### src/rtl/devilwalk_sprite_fetch.sv
// Walking-devil sprite fetch: maps the VGA draw coordinate to a sprite ROM address
// and turns the ROM data into a 4-bit palette index with an opaque-pixel flag.
module devilwalk_sprite_fetch #(
  parameter int unsigned SPR_W           = 32,
  parameter int unsigned SPR_H           = 32,
  parameter int unsigned N_FRAMES        = 4,
  parameter int unsigned TICKS_PER_FRAME = 6,
  parameter logic [3:0]  TRANS_INDEX     = 4'd0,
  parameter int unsigned AW              = $clog2(SPR_W * SPR_H * N_FRAMES)
) (
  input  logic                        Clk,
  input  logic                        Reset_n,
  input  logic                        vsync,
  input  logic [9:0]                  DrawX,
  input  logic [9:0]                  DrawY,
  input  logic [9:0]                  pos_x,
  input  logic [9:0]                  pos_y,
  input  logic                        walking,
  input  logic                        face_left,
  output logic [AW-1:0]               rom_addr,
  input  logic [3:0]                  rom_q,
  output logic [3:0]                  pal_index,
  output logic                        pix_valid,
  output logic [$clog2(N_FRAMES)-1:0] frame_sel
);

  localparam int unsigned FW = $clog2(N_FRAMES);
  localparam int unsigned TW = (TICKS_PER_FRAME > 1) ? $clog2(TICKS_PER_FRAME) : 1;
  localparam int unsigned XW = $clog2(SPR_W);
  localparam int unsigned YW = $clog2(SPR_H);
  localparam int unsigned CW = 11;

  typedef enum logic {S_IDLE, S_WALK} state_t;

  state_t        r_state;
  logic          r_vsync_d;
  logic          r_armed;
  logic          r_mirror;
  logic [TW-1:0] r_tick;
  logic [FW-1:0] r_frame;
  logic          r_in_box_d1;
  logic          r_in_box_d2;
  logic [AW-1:0] r_rom_addr;

  logic          w_vs_rise;
  logic [CW-1:0] w_x, w_y, w_px, w_py, w_px_end, w_py_end;
  logic          w_in_box;
  logic [XW-1:0] w_rel_x, w_col;
  logic [YW-1:0] w_rel_y;
  logic [AW-1:0] w_addr;

  // r_armed masks the level of a vsync that is already high when reset releases
  assign w_vs_rise = vsync & ~r_vsync_d & r_armed;

  // Animation state; frame and mirror only move on frame boundaries
  always_ff @(posedge Clk or negedge Reset_n) begin
    if (!Reset_n) begin
      r_vsync_d <= 1'b0;
      r_armed   <= 1'b0;
      r_state   <= S_IDLE;
      r_tick    <= '0;
      r_frame   <= '0;
      r_mirror  <= 1'b0;
    end else begin
      r_vsync_d <= vsync;
      r_armed   <= 1'b1;
      if (w_vs_rise) begin
        r_mirror <= face_left;
        case (r_state)
          S_IDLE: begin
            r_frame <= '0;
            r_tick  <= '0;
            if (walking) r_state <= S_WALK;
          end
          S_WALK: begin
            if (!walking) begin
              r_state <= S_IDLE;
              r_frame <= '0;
              r_tick  <= '0;
            end else if (r_tick == TW'(TICKS_PER_FRAME - 1)) begin
              r_tick  <= '0;
              r_frame <= (r_frame == FW'(N_FRAMES - 1)) ? '0 : r_frame + FW'(1);
            end else begin
              r_tick <= r_tick + TW'(1);
            end
          end
          default: r_state <= S_IDLE;
        endcase
      end
    end
  end

  // Box test in 11 bits so a sprite near the right/bottom edge cannot wrap around
  assign w_x      = {1'b0, DrawX};
  assign w_y      = {1'b0, DrawY};
  assign w_px     = {1'b0, pos_x};
  assign w_py     = {1'b0, pos_y};
  assign w_px_end = w_px + CW'(SPR_W);
  assign w_py_end = w_py + CW'(SPR_H);
  assign w_in_box = (w_x >= w_px) && (w_x < w_px_end) && (w_y >= w_py) && (w_y < w_py_end);

  assign w_rel_x = XW'(DrawX - pos_x);
  assign w_rel_y = YW'(DrawY - pos_y);
  assign w_col   = r_mirror ? (XW'(SPR_W - 1) - w_rel_x) : w_rel_x;
  assign w_addr  = AW'(r_frame) * AW'(SPR_W * SPR_H) + AW'(w_rel_y) * AW'(SPR_W) + AW'(w_col);

  // Two-stage pixel pipeline aligned with the 1-cycle ROM read
  always_ff @(posedge Clk or negedge Reset_n) begin
    if (!Reset_n) begin
      r_rom_addr  <= '0;
      r_in_box_d1 <= 1'b0;
      r_in_box_d2 <= 1'b0;
    end else begin
      r_rom_addr  <= w_in_box ? w_addr : '0;
      r_in_box_d1 <= w_in_box;
      r_in_box_d2 <= r_in_box_d1;
    end
  end

  assign rom_addr  = r_rom_addr;
  assign frame_sel = r_frame;
  assign pix_valid = r_in_box_d2 & (rom_q != TRANS_INDEX);
  assign pal_index = pix_valid ? rom_q : TRANS_INDEX;

endmodule

### config.mk
export PLATFORM = sky130hd
export DESIGN_NAME = devilwalk_sprite_fetch
export DESIGN_NICKNAME = d
export VERILOG_FILES = /design/src/rtl/devilwalk_sprite_fetch.sv
export SDC_FILE = /design/constraint.sdc
export NUM_CORES = 1
export LEC_CHECK = 0
export CAP_MARGIN = 10
export CORE_AREA = 2 2 79 81
export CTS_CLUSTER_SIZE = 8
export DETAILED_ROUTE_END_ITERATION = 16
export DIE_AREA = 0 0 81 83
export DONT_BUFFER_PORTS = 1
export PLACE_DENSITY_LB_ADDON = 0.08
export SLEW_MARGIN = 10
export SYNTH_ARGS = -nofsm -noshare
export SYNTH_HDL_FRONTEND = slang
export SYNTH_SLANG_ARGS = --single-unit
### constraint.sdc
create_clock -name Clk -period 1.5 [get_ports Clk]
set_input_delay 0.45 -clock Clk [delete_from_list [all_inputs] [get_ports Clk]]
set_output_delay 0.45 -clock Clk [all_outputs]
set_load 0.03 [all_outputs]
* Word level (Yosys, flattened, before mapping)
Cells that the tools add are included.
Word-level totals: register bits after elaboration 23, bits in latches 0, memory bits (writable) 0, memory bits (read-only) 0, bits of input ports 49, output and inout bits 19, memories kept 0
Cells by class: add/sub/neg operators 9, $mul 0, divide/modulo/power cells 0, $lt $le $gt $ge 4, eq/ne operators 3, shift operators 0, mux-type cells 11, bitwise logic cells 5, reduce and logical (&&, ||, !) cells 5
Operators by type and width (number):
- 10-bit by 6-bit adder with 11-bit output, second input constant | 2
- 10-bit by 11-bit less-than comparator with 1-bit output | 2
- 10-bit greater-or-equal comparator | 2
- 12-bit by 10-bit adder with 12-bit output | 1
- 12-bit by 5-bit adder with 12-bit output | 1
- 12-bit 2-to-1 mux | 1
- 5-bit subtractor | 2
- 2-bit 2-to-1 mux | 3
- 3-bit 2-to-1 mux | 2
- 3-bit case mux with 2 select lines | 1
- 5-bit 2-to-1 mux | 1
- 5-bit subtractor, first input constant | 1
- 4-bit 2-to-1 mux | 1
- 2-bit case mux with 2 select lines | 1
- 4-bit nonzero test | 1
- 3-bit by 1-bit adder with 3-bit output, second input constant | 1
- 1-bit AND | 3
- 3-bit equality test, second input constant | 1
- 1-bit logical AND | 3
- 3-bit by 2-bit inequality test with 1-bit output, second input constant | 1
- 2-bit by 1-bit adder with 2-bit output, second input constant | 1
- 2-bit equality test, second input constant | 1
- 1-bit inverter | 2
- 2-bit AND reduction | 1
- 1-bit 2-to-1 mux | 1

* Depth between registers and ports, before layout
Gate-level depths: netlist of the first run.
word-level depth 6, depth in mapped cells 10, depth with buffers taken out 9

* Least setup slack after synthesis of the first run
Ideal clock, no wire load.
path type input-to-reg, start input port DrawX[0], end register r_rom_addr[0], in the netlist rom_addr[0], arrival 1.948 ns, required time 1.372 ns, setup slack -0.577 ns, stages on the path 10, path buffers 1, cell sequence inv_1 > ha_1 > inv_1 > fa_1 > a21oi_1 > o21ai_0 > a211o_1 > nand2_1 > buf_2 > nor3_1
On the way: cells in the longest elaborated chain, start to end 5
Ends and longest elaborated chain:
- start: declaration | line 14 | input logic [9:0] DrawX,
- 5-bit subtractor (tied with other cells) | line 102 | assign w_rel_x = XW'(DrawX - pos_x);
- 5-bit subtractor / 1-bit logical AND (equally long branches) | line 104, 100
- 5-bit 2-to-1 mux / 1-bit logical AND (equally long branches) | line 104, 100
- 12-bit by 5-bit adder with 12-bit output / 1-bit logical AND (equally long branches) | line 105, 100
- 12-bit 2-to-1 mux * | line 114 | r_rom_addr <= w_in_box ? w_addr : '0;
- end signal: assignment | line 114
- end: declaration | line 43 | logic [AW-1:0] r_rom_addr;
Every way passes the cells marked *; elsewhere a longest branch is shown, timed or not. A chain may end at the register's enable or synchronous reset.

* Worst setup path in the final report of the first run
start input port pos_x[5], end register r_rom_addr[8], in the netlist rom_addr[8]
On the way: cells in the longest elaborated chain, start to end 6
Ends and longest elaborated chain:
- start: declaration | line 16 | input logic [9:0] pos_x,
- 10-bit by 6-bit adder with 11-bit output | line 98 | assign w_px_end = w_px + CW'(SPR_W);
- 10-bit by 11-bit less-than comparator with 1-bit output | line 100 | assign w_in_box = (w_x >= w_px) && (w_x < w_px_end) && (w_y >= w_py) && (w_y < w_py_end);
- 1-bit logical AND * (3 in a row) | line 100
- 12-bit 2-to-1 mux * | line 114
Marked as above.

==> results.txt, run 1 <==
status -> finished, violations left
failing checks -> setup timing
Hold Vio Cnt, Final -> 0
top cell family by delay on the critical path -> compound AO/OA/AOI/OAI gates
worst slew pin tran -> 0.986 ns
Initial Util -> 34.4%
Clock Power Share -> 18.9%
initial antenna violation count -> 0
XOR/XNOR share of the synthesized area -> 7.00%
Critical Path AT -> 2.05 ns
CTS sink cnt -> 23
area taken by flip-flops and latches -> 576 um2
Worst Reg-to-Reg Cells -> 4
fillers -> 587
GRT Util Overall -> 12.9%
first-pass GRT wire length -> 7050 um
Worst Path Max Fanout -> 7
Net Switching -> 689 uW
slowest stage cell, crit path -> ha_1
Mapped Nets -> 296
worst path bufs/invs -> 1
unrepaired setup endpoints after global routing -> yes
setup tns final -> -4.12 ns
post-synthesis cell count -> 212
H-tree levels -> 1
Avg WL per Cell -> 13.8 um
main area contributors after synthesis -> dfrtp_1 (29%), ha_1 (21%), xnor2_1 (5.7%)
worst hold path type -> primary input to flip-flop
max incr delay on CP -> 0.30 ns
I/O pin total -> 68
clk_lat worst skew -> 0.26 ns
Synth Register Bits -> 23
Max Cap Viol -> 0
Post-Synth Adder-Cell Area -> 22.6%
core area -> 5820 um2
die width -> 81 um
largest net degree at the start of global routing -> 24
R2R setup slack -> 0.17 ns
GPL Wtd Cong -> 0.775
Pleak -> 0.00125 uW
port bufs -> 0
post-synth top area share -> 28.7%
commonest non-fill, non-tap cell in the layout -> ha_1
Yosys top cell by area -> dfrtp_1
Clock Tree Root -> clkbuf_8
clk_skew -> 0.00468 ns
design area -> 2600 um2
largest family of logic cells by synthesized area -> adder cells
hpwl dp -> 3600 um
simple-gate share of the synthesized area -> 17.7%
part of the power in combinational logic -> 41.8%
die height -> 83 um
Power Density -> 754 nW/um2
Num CTS Buffers -> 3
Seq/Total Area, Yosys -> 28.7%
commonest cells after routing, fill and taps aside -> ha_1 (30), inv_1 (27), buf_4 (27)
synth warn -> 0
# rows -> 28
critical path launch point type -> primary input
Crit Path Class -> primary input to flip-flop
synthesized area -> 2000 um2
placed instance area -> 2360 um2
Post-CTS Setup Bufs -> 0
drc violations -> 0
Worst Setup SP -> pos_x[5]
CP Depth -> 9
Sw Share -> 35.2%
post-synthesis average cell area -> 9.44 um2
synthesis-to-layout area growth -> 29.7%
post-synthesis mux area share -> 1.69%
clk buf depth -> 2
count of final max-slew check failures -> 0
Tcrit/Tclk final -> 127%
f_max -> 527 MHz
Final setup viols -> 13
setup ws final -> -0.398 ns
Critical Path RT -> 1.66 ns
total gr overflow -> 0
post-route ant nets -> 0
peak supply drop -> 408 uV
Final min period -> 1.90 ns
area of the die -> 6720 um2
drt total wl -> 4410 um
vias per cell -> 5.05
post-synthesis compound-gate area fraction -> 15.8%
DRT iter0 DRCs -> 67
worst-path cell chain -> and3_4 > xnor2_2 > ha_1 > a21o_1 > a21oi_2 > o22a_1 > nand4_4 > buf_12 > a2111oi_4
Multi-input gate area -> 1480 um2
final net count -> 329
vias in the first global route -> 1640
Hold Slack -> 0.210 ns
synth unique cells -> 43
CTS tree -> built
critical path capture point type -> flip-flop
antenna diode count -> 0
DR vias -> 1612
Setup crit end -> rom_addr[8]
Worst-path clk slew -> 0.08 ns
Reg power frac -> 39.3%
r2r endpoint -> frame_sel[1]
share of layout cells above drive strength 1 -> 29.9%
Pint -> 1270 uW
Rel. slew slack -> 34.3%
drt pass-1 iters -> 4
R2R Path Start -> r_vsync_d
-- flip-flops by register name (all words and copies together), names as in the netlist --
name / flops
r_state: 1
rom_addr: 12
r_vsync_d: 1
r_armed: 1
frame_sel: 2
r_in_box_d2: 1
r_tick: 3
r_mirror: 1
r_in_box_d1: 1
-- routing by layer --
metal  vias up  wire (um)  GRT usage (%)  share of wire, %
met5         -          0              0                 0
met4         0         65           5.08               1.5
met3         4        262           1.63               5.9
met2        58       2250           21.6                51
met1       742       1830           16.6                41
li1        808          -              -                 -
-- cells by family (layout without fill, tap and decap cells) --
| group | Yosys count | in the layout |
|---|---|---|
| buffers and inverters | 31 | 63 |
| adder cells (fa/ha/maj) | 35 | 35 |
| AO/OA/AOI/OAI | 47 | 47 |
| multiplexers | 3 | 3 |
| XOR/XNOR | 16 | 16 |
| other | 1 | 1 |
| flip-flops | 23 | 23 |
| AND/OR/NAND/NOR | 56 | 56 |
-- cells in the mapped netlist (all sizes together) --
master and count:
dfrtp 23, nor3b 1, conb 1, o21a 2, o311ai 1, nor2 7
inv 28, a31oi 3, nand4b 2, o41ai 1, nand3 6, nand2b 1
o22a 1, nand2 9, xor2 3, o31a 1, or3 2, a31o 1
or2 1, buf 2, nor2b 2, and2 4, clkbuf 1, nand4 4
a211o 2, a2111oi 1, a21oi 16, a21o 6, nor3 10, xnor2 13
ha 33, o21ai 9, and3 4, o21bai 1, a41o 1, fa 2
o41a 1, nand3b 3, mux2 3
-- power by group through the flow --
stage	Sequential (uW)	Combinational, uW	Clock (uW)
floorplan	759	501	0
global placement	779	679	0
detailed placement	781	696	0
CTS	769	715	386
global route	779	915	410
finish	769	818	370
-- final cells by class --
type                            count  area share (%)
Multi-Input combinational cell    158            57.1
Sequential cell                    23            22.2
Timing Repair Buffer               31            10.8
Inverter                           28            4.53
Tap cell                           75            3.61
Clock buffer                        3            1.59
Clock inverter                      1           0.193
-- what timing repair did --
item	CTS	global route
endpoints found under the hold margin	23	0
cloned	0	1
gates resized for setup	2	27
pin swaps	0	11
endpoints found under the setup margin	13	37
hold buffers	1	0
-- metrics by stage --
step	worst slack (ns)	std cells	utilization (%)	total power [uW]
after floorplan	-0.494	212	-	1260
after global placement	-0.639	313	40.6	1460
after detailed placement	-0.674	313	40.6	1480
after CTS	-0.387	318	41.7	1870
after global routing	-0.483	319	44.6	2100
final	-0.398	319	44.6	1960
-- how the worst min path moves through the flow --
stage,start,endpoint,slack [ns],cells after the start
after global routing,vsync,r_vsync_d,0.19,0
after global placement,Reset_n,r_tick[0],0.16,0
after detailed placement,Reset_n,r_tick[2],0.16,0
after CTS,vsync,r_vsync_d,0.20,0
after floorplan,Reset_n,frame_sel[0],0.15,0
final,vsync,r_vsync_d,0.21,0
Power figures use the tool's default switching activity.
==> inputs of run 2 (changes only) <==
--- a/config.mk
+++ b/config.mk
@@ -10,7 +10,6 @@
 export CTS_CLUSTER_SIZE = 8
 export DETAILED_ROUTE_END_ITERATION = 16
 export DIE_AREA = 0 0 81 83
-export DONT_BUFFER_PORTS = 1
 export PLACE_DENSITY_LB_ADDON = 0.08
 export SLEW_MARGIN = 10
 export SYNTH_ARGS = -nofsm -noshare
==> results.txt, run 2 (same netlist as run 1, synthesis figures left out) <==
share of layout cells above drive strength 1 -> 46.9%
Placed Instances -> 397
drt pass-1 iters -> 4
Tcrit/Tclk final -> 130%
status -> finished, violations left
clk_lat worst skew -> 0.26 ns
Critical Path AT -> 2.11 ns
area taken by flip-flops and latches -> 576 um2
Clock Tree Root -> clkbuf_8
Num CTS Buffers -> 3
area of the die -> 6720 um2
synthesis-to-layout area growth -> 77.6%
max incr delay on CP -> 0.30 ns
Multi-input gate area -> 1660 um2
critical path launch point type -> primary input
initial antenna violation count -> 0
# rows -> 28
largest net degree at the start of global routing -> 24
post-route ant nets -> 0
worst slack at placement -> -1.23 ns
I/O pin total -> 68
worst hold path type -> flip-flop to flip-flop
Initial Util -> 34.4%
post-route total power -> 2220 uW
count of final max-slew check failures -> 0
Hold Vio Cnt, Final -> 0
Avg WL per Cell -> 11.6 um
Final setup viols -> 14
hold_buf cts -> 0
setup tns final -> -5.07 ns
die width -> 81 um
total gr overflow -> 0
commonest non-fill, non-tap cell in the layout -> buf_4
commonest cells after routing, fill and taps aside -> buf_4 (47), dlygate4sd2_1 (39), dfrtp_1 (23)
antenna diode count -> 0
final net count -> 420
Critical Path RT -> 1.66 ns
CTS tree -> built
Cell Count, Final, Fillers Out -> 410
unrepaired setup endpoints after global routing -> yes
clk buf depth -> 2
worst-path cell chain -> buf_8 > and3_4 > xnor2_2 > ha_1 > a21o_1 > a21oi_2 > o22a_1 > nand4_4 > buf_6 > a2111oi_4
fillers -> 552
Hold Slack -> 0.358 ns
first-pass GRT wire length -> 8380 um
GRT Util Overall -> 15.0%
CTS sink cnt -> 23
clk_skew -> 0.00444 ns
port bufs -> 67
failing checks -> setup timing
critical path capture point type -> flip-flop
Power Density -> 626 nW/um2
Crit Path Class -> primary input to flip-flop
hpwl dp -> 3760 um
Final min period -> 1.95 ns
vias in the first global route -> 1970
die height -> 83 um
DRT iter0 DRCs -> 65
drc violations -> 0
slowest stage cell, crit path -> ha_1
GPL Wtd Cong -> 0.810
Pleak -> 0.00173 uW
H-tree levels -> 1
vias per cell -> 4.74
setup ws final -> -0.453 ns
f_max -> 512 MHz
Max Cap Viol -> 0
drt total wl -> 4740 um
number of flip-flops in the largest register -> 12
DR vias -> 1943
Worst-path clk slew -> 0.08 ns
peak supply drop -> 476 uV
Worst Path Max Fanout -> 3
core area -> 5820 um2
## run 2: changes by cell type in the layout (fill, tap and decap cells not counted), sizes merged
cell and delta:
clkdlybuf4s50 +4, clkdlybuf4s15 +2, dlygate4sd2 +39, clkbuf -1
dlymetal6s4s -1, buf +48
## run 2: critical path: cells and delay by family
| family | cells | cell delay (ns) |
|---|---|---|
| xor gates and xnor gates | 1 | 0.13 |
| AOI/OAI and AO/OA | 4 | 0.66 |
| and+or+nand+nor | 2 | 0.31 |
| adders and majority gates | 1 | 0.30 |
| buffers and inverters | 2 | 0.25 |
## run 2: timing repair
action | 4_1_cts | 5_1_grt
pin swaps | 52 | 22
setup buffers | 6 | 5
resized for setup | 183 | 18
cloned | 0 | 0
setup endpoints to repair | 31 | 23
## run 2: final timing paths
check | startpoint | endpoint | slack [ns] | cells past startpoint
max | pos_x[5] | rom_addr[8] | -0.45 | 10
min in group asynchronous | Reset_n | rom_addr[0] | 0.54 | 2
min | r_in_box_d1 | r_in_box_d2 | 0.36 | 0
min reg2reg | r_in_box_d1 | r_in_box_d2 | 0.36 | 0
max reg2reg | r_vsync_d | r_tick[1] | 0.32 | 3
max in group asynchronous | Reset_n | rom_addr[4] | 0.74 | 2
## run 2: report_power, final
part	internal (uW)	switching, uW
clock	185	185
combinational	604	534
sequential	672	45.0
total	1460	764
## run 2: per-stage QoR
step                      util (%)  instance area [um2]
after CTS                     59.7                 3470
final                         61.1                 3550
after global placement        53.9                 3140
after global routing          61.1                 3550
after floorplan                  -                 2050
after detailed placement      53.9                 3140
## run 2: final cells by class
cell class	instances	share of cell area [%]
Clock buffer	3	1.16
Clock inverter	1	0.141
Inverter	28	3.31
Multi-Input combinational cell	158	46.7
Sequential cell	23	16.2
Tap cell	75	2.64
Timing Repair Buffer	122	29.9
## run 2: metal layers
layer	GRT usage (%)	share of wire (%)
met3	1.30	4.2
met1	20.1	46
met5	0	0
met4	2.77	0.57
met2	26.0	50
==> inputs of run 3 (changes only) <==
--- a/config.mk
+++ b/config.mk
@@ -6,10 +6,10 @@
 export NUM_CORES = 1
 export LEC_CHECK = 0
 export CAP_MARGIN = 10
-export CORE_AREA = 2 2 79 81
+export CORE_AREA = 8 8 85 87
 export CTS_CLUSTER_SIZE = 8
 export DETAILED_ROUTE_END_ITERATION = 16
-export DIE_AREA = 0 0 81 83
+export DIE_AREA = 0 0 93 95
 export PLACE_DENSITY_LB_ADDON = 0.08
 export SLEW_MARGIN = 10
 export SYNTH_ARGS = -nofsm -noshare
==> results.txt, run 3 (same netlist as run 1, synthesis figures left out) <==
# rows -> 28
port bufs -> 67
clk buf depth -> 2
core area -> 5820 um2
vias in the first global route -> 2042
final core utilization -> 61.9%
Hold Slack -> 0.371 ns
critical path capture point type -> flip-flop
final net count -> 424
worst-path cell chain -> buf_8 > and3_4 > xnor2_2 > ha_1 > a21o_1 > a21oi_2 > o22a_1 > nand4_4 > buf_6 > buf_6 > nor3b_2
worst hold path type -> flip-flop to flip-flop
Critical Path RT -> 1.69 ns
die width -> 93 um
part of the power in combinational logic -> 51.3%
synthesis-to-layout area growth -> 79.7%
post-route ant nets -> 0
H-tree levels -> 1
f_max -> 501 MHz
antenna diode count -> 0
Num CTS Buffers -> 3
global-route track usage on met1 -> 15.0%
status -> finished, violations left
count of final max-slew check failures -> 0
drc violations -> 0
CTS tree -> built
design area -> 3600 um2
number of flip-flops in the largest register -> 12
Reg power frac -> 32.1%
slowest stage cell, crit path -> ha_1
CTS sink cnt -> 23
unrepaired setup endpoints after global routing -> yes
met3 Usage GRT -> 2.30%
drt pass-1 iters -> 4
Worst-path clk slew -> 0.08 ns
Power Density -> 622 nW/um2
vias per cell -> 4.68
total gr overflow -> 0
Tcrit/Tclk final -> 133%
Clock Power Share -> 16.6%
area of the die -> 8840 um2
met2 GRT Util -> 20.4%
hold_buf cts -> 0
share of layout cells above drive strength 1 -> 46.9%
Final setup viols -> 14
critical path launch point type -> primary input
top cell family by delay on the critical path -> compound AO/OA/AOI/OAI gates
initial antenna violation count -> 0
GPL Wtd Cong -> 0.795
placed instance area -> 3150 um2
drt total wl -> 5160 um
Crit Path Class -> primary input to flip-flop
clk_lat worst skew -> 0.26 ns
worst path bufs/invs -> 3
hpwl dp -> 4220 um
Critical Path AT -> 2.19 ns
commonest cells after routing, fill and taps aside -> buf_4 (50), dlygate4sd2_1 (29), dfrtp_1 (23)
Final min period -> 2.00 ns
Max Cap Viol -> 0
setup ws final -> -0.497 ns
clk_skew -> 0.00611 ns
Avg WL per Cell -> 12.5 um
Worst Path Max Fanout -> 6
Pint -> 1480 uW
DR vias -> 1937
I/O pin total -> 68
largest net degree at the start of global routing -> 24
commonest non-fill, non-tap cell in the layout -> buf_4
fillers -> 534
Hold Vio Cnt, Final -> 0
DRT iter0 DRCs -> 45
peak supply drop -> 356 uV
first-pass GRT wire length -> 8910 um
Pleak -> 0.00172 uW
GRT busiest layer -> met2
Sw Share -> 33.9%
die height -> 95 um
failing checks -> setup timing
Net Switching -> 758 uW
Initial Util -> 34.4%
GRT Util Overall -> 12.1%
crit-path most repeated cell -> buf_6
max incr delay on CP -> 0.31 ns
Clock Tree Root -> clkbuf_8
run 3: path summary, 6_finish.rpt:
path                             startpoint     endpoint  slack, ns  cells after the start
worst max-delay path               pos_y[5]  rom_addr[3]      -0.50                     11
worst min-delay path            r_in_box_d1  r_in_box_d2       0.37                      0
worst max register to register    r_vsync_d     r_mirror       0.30                      4
worst min register to register  r_in_box_d1  r_in_box_d2       0.37                      0
max in group asynchronous           Reset_n  rom_addr[1]       0.75                      2
min in group asynchronous           Reset_n    r_tick[0]       0.53                      2
run 3: what timing repair did:
item / CTS / global route
pin swaps: 50 / 11
gates resized for setup: 182 / 11
setup buffers: 10 / 3
setup endpoints to repair: 30 / 24
run 3: worst register-to-register path, delay by kind of cell (launching register included):
family,cells,cell delay [ns]
and+or+nand+nor,1,0.16
DFF,1,0.36
buffers and inverters,2,0.31
muxes,1,0.27
run 3: power groups by stage:
stage	registers, uW	logic, uW	clock network [uW]
6_report	718	1150	372
5_1_grt	728	1270	410
4_1_cts	718	1130	388
3_5_place_dp	730	983	0
3_3_place_gp	729	974	0
2_1_floorplan	759	501	0
run 3: stage by stage:
stage	total power (uW)	instances	setup TNS [ns]	setup WS, ns
6_report	2240	414	-6.03	-0.497
5_1_grt	2410	414	-7.50	-0.607
4_1_cts	2240	411	-5.84	-0.529
3_5_place_dp	1710	399	-18.54	-1.27
3_3_place_gp	1700	399	-18.03	-1.24
2_1_floorplan	1260	212	-6.04	-0.494
run 3: final cells by class:
type                    instances  area (um2)  share of cell area, %
clock inverters                 1        5.00                  0.139
multi-input cells             158        1650                   45.9
clock buffers                   3        41.3                   1.15
inverters                      28         118                   3.27
well taps                      75        93.8                   2.61
flip-flops and latches         23         576                   16.0
repair buffers                126        1110                   30.9
run 3: metal layers:
metal | vias up | routed length [um] | share of wire [%]
li1 | 1000 | - | -
met4 | 0 | 58 | 1.1
met5 | - | 0 | 0
met2 | 49 | 2480 | 48
met3 | 4 | 307 | 6.0
met1 | 884 | 2310 | 45
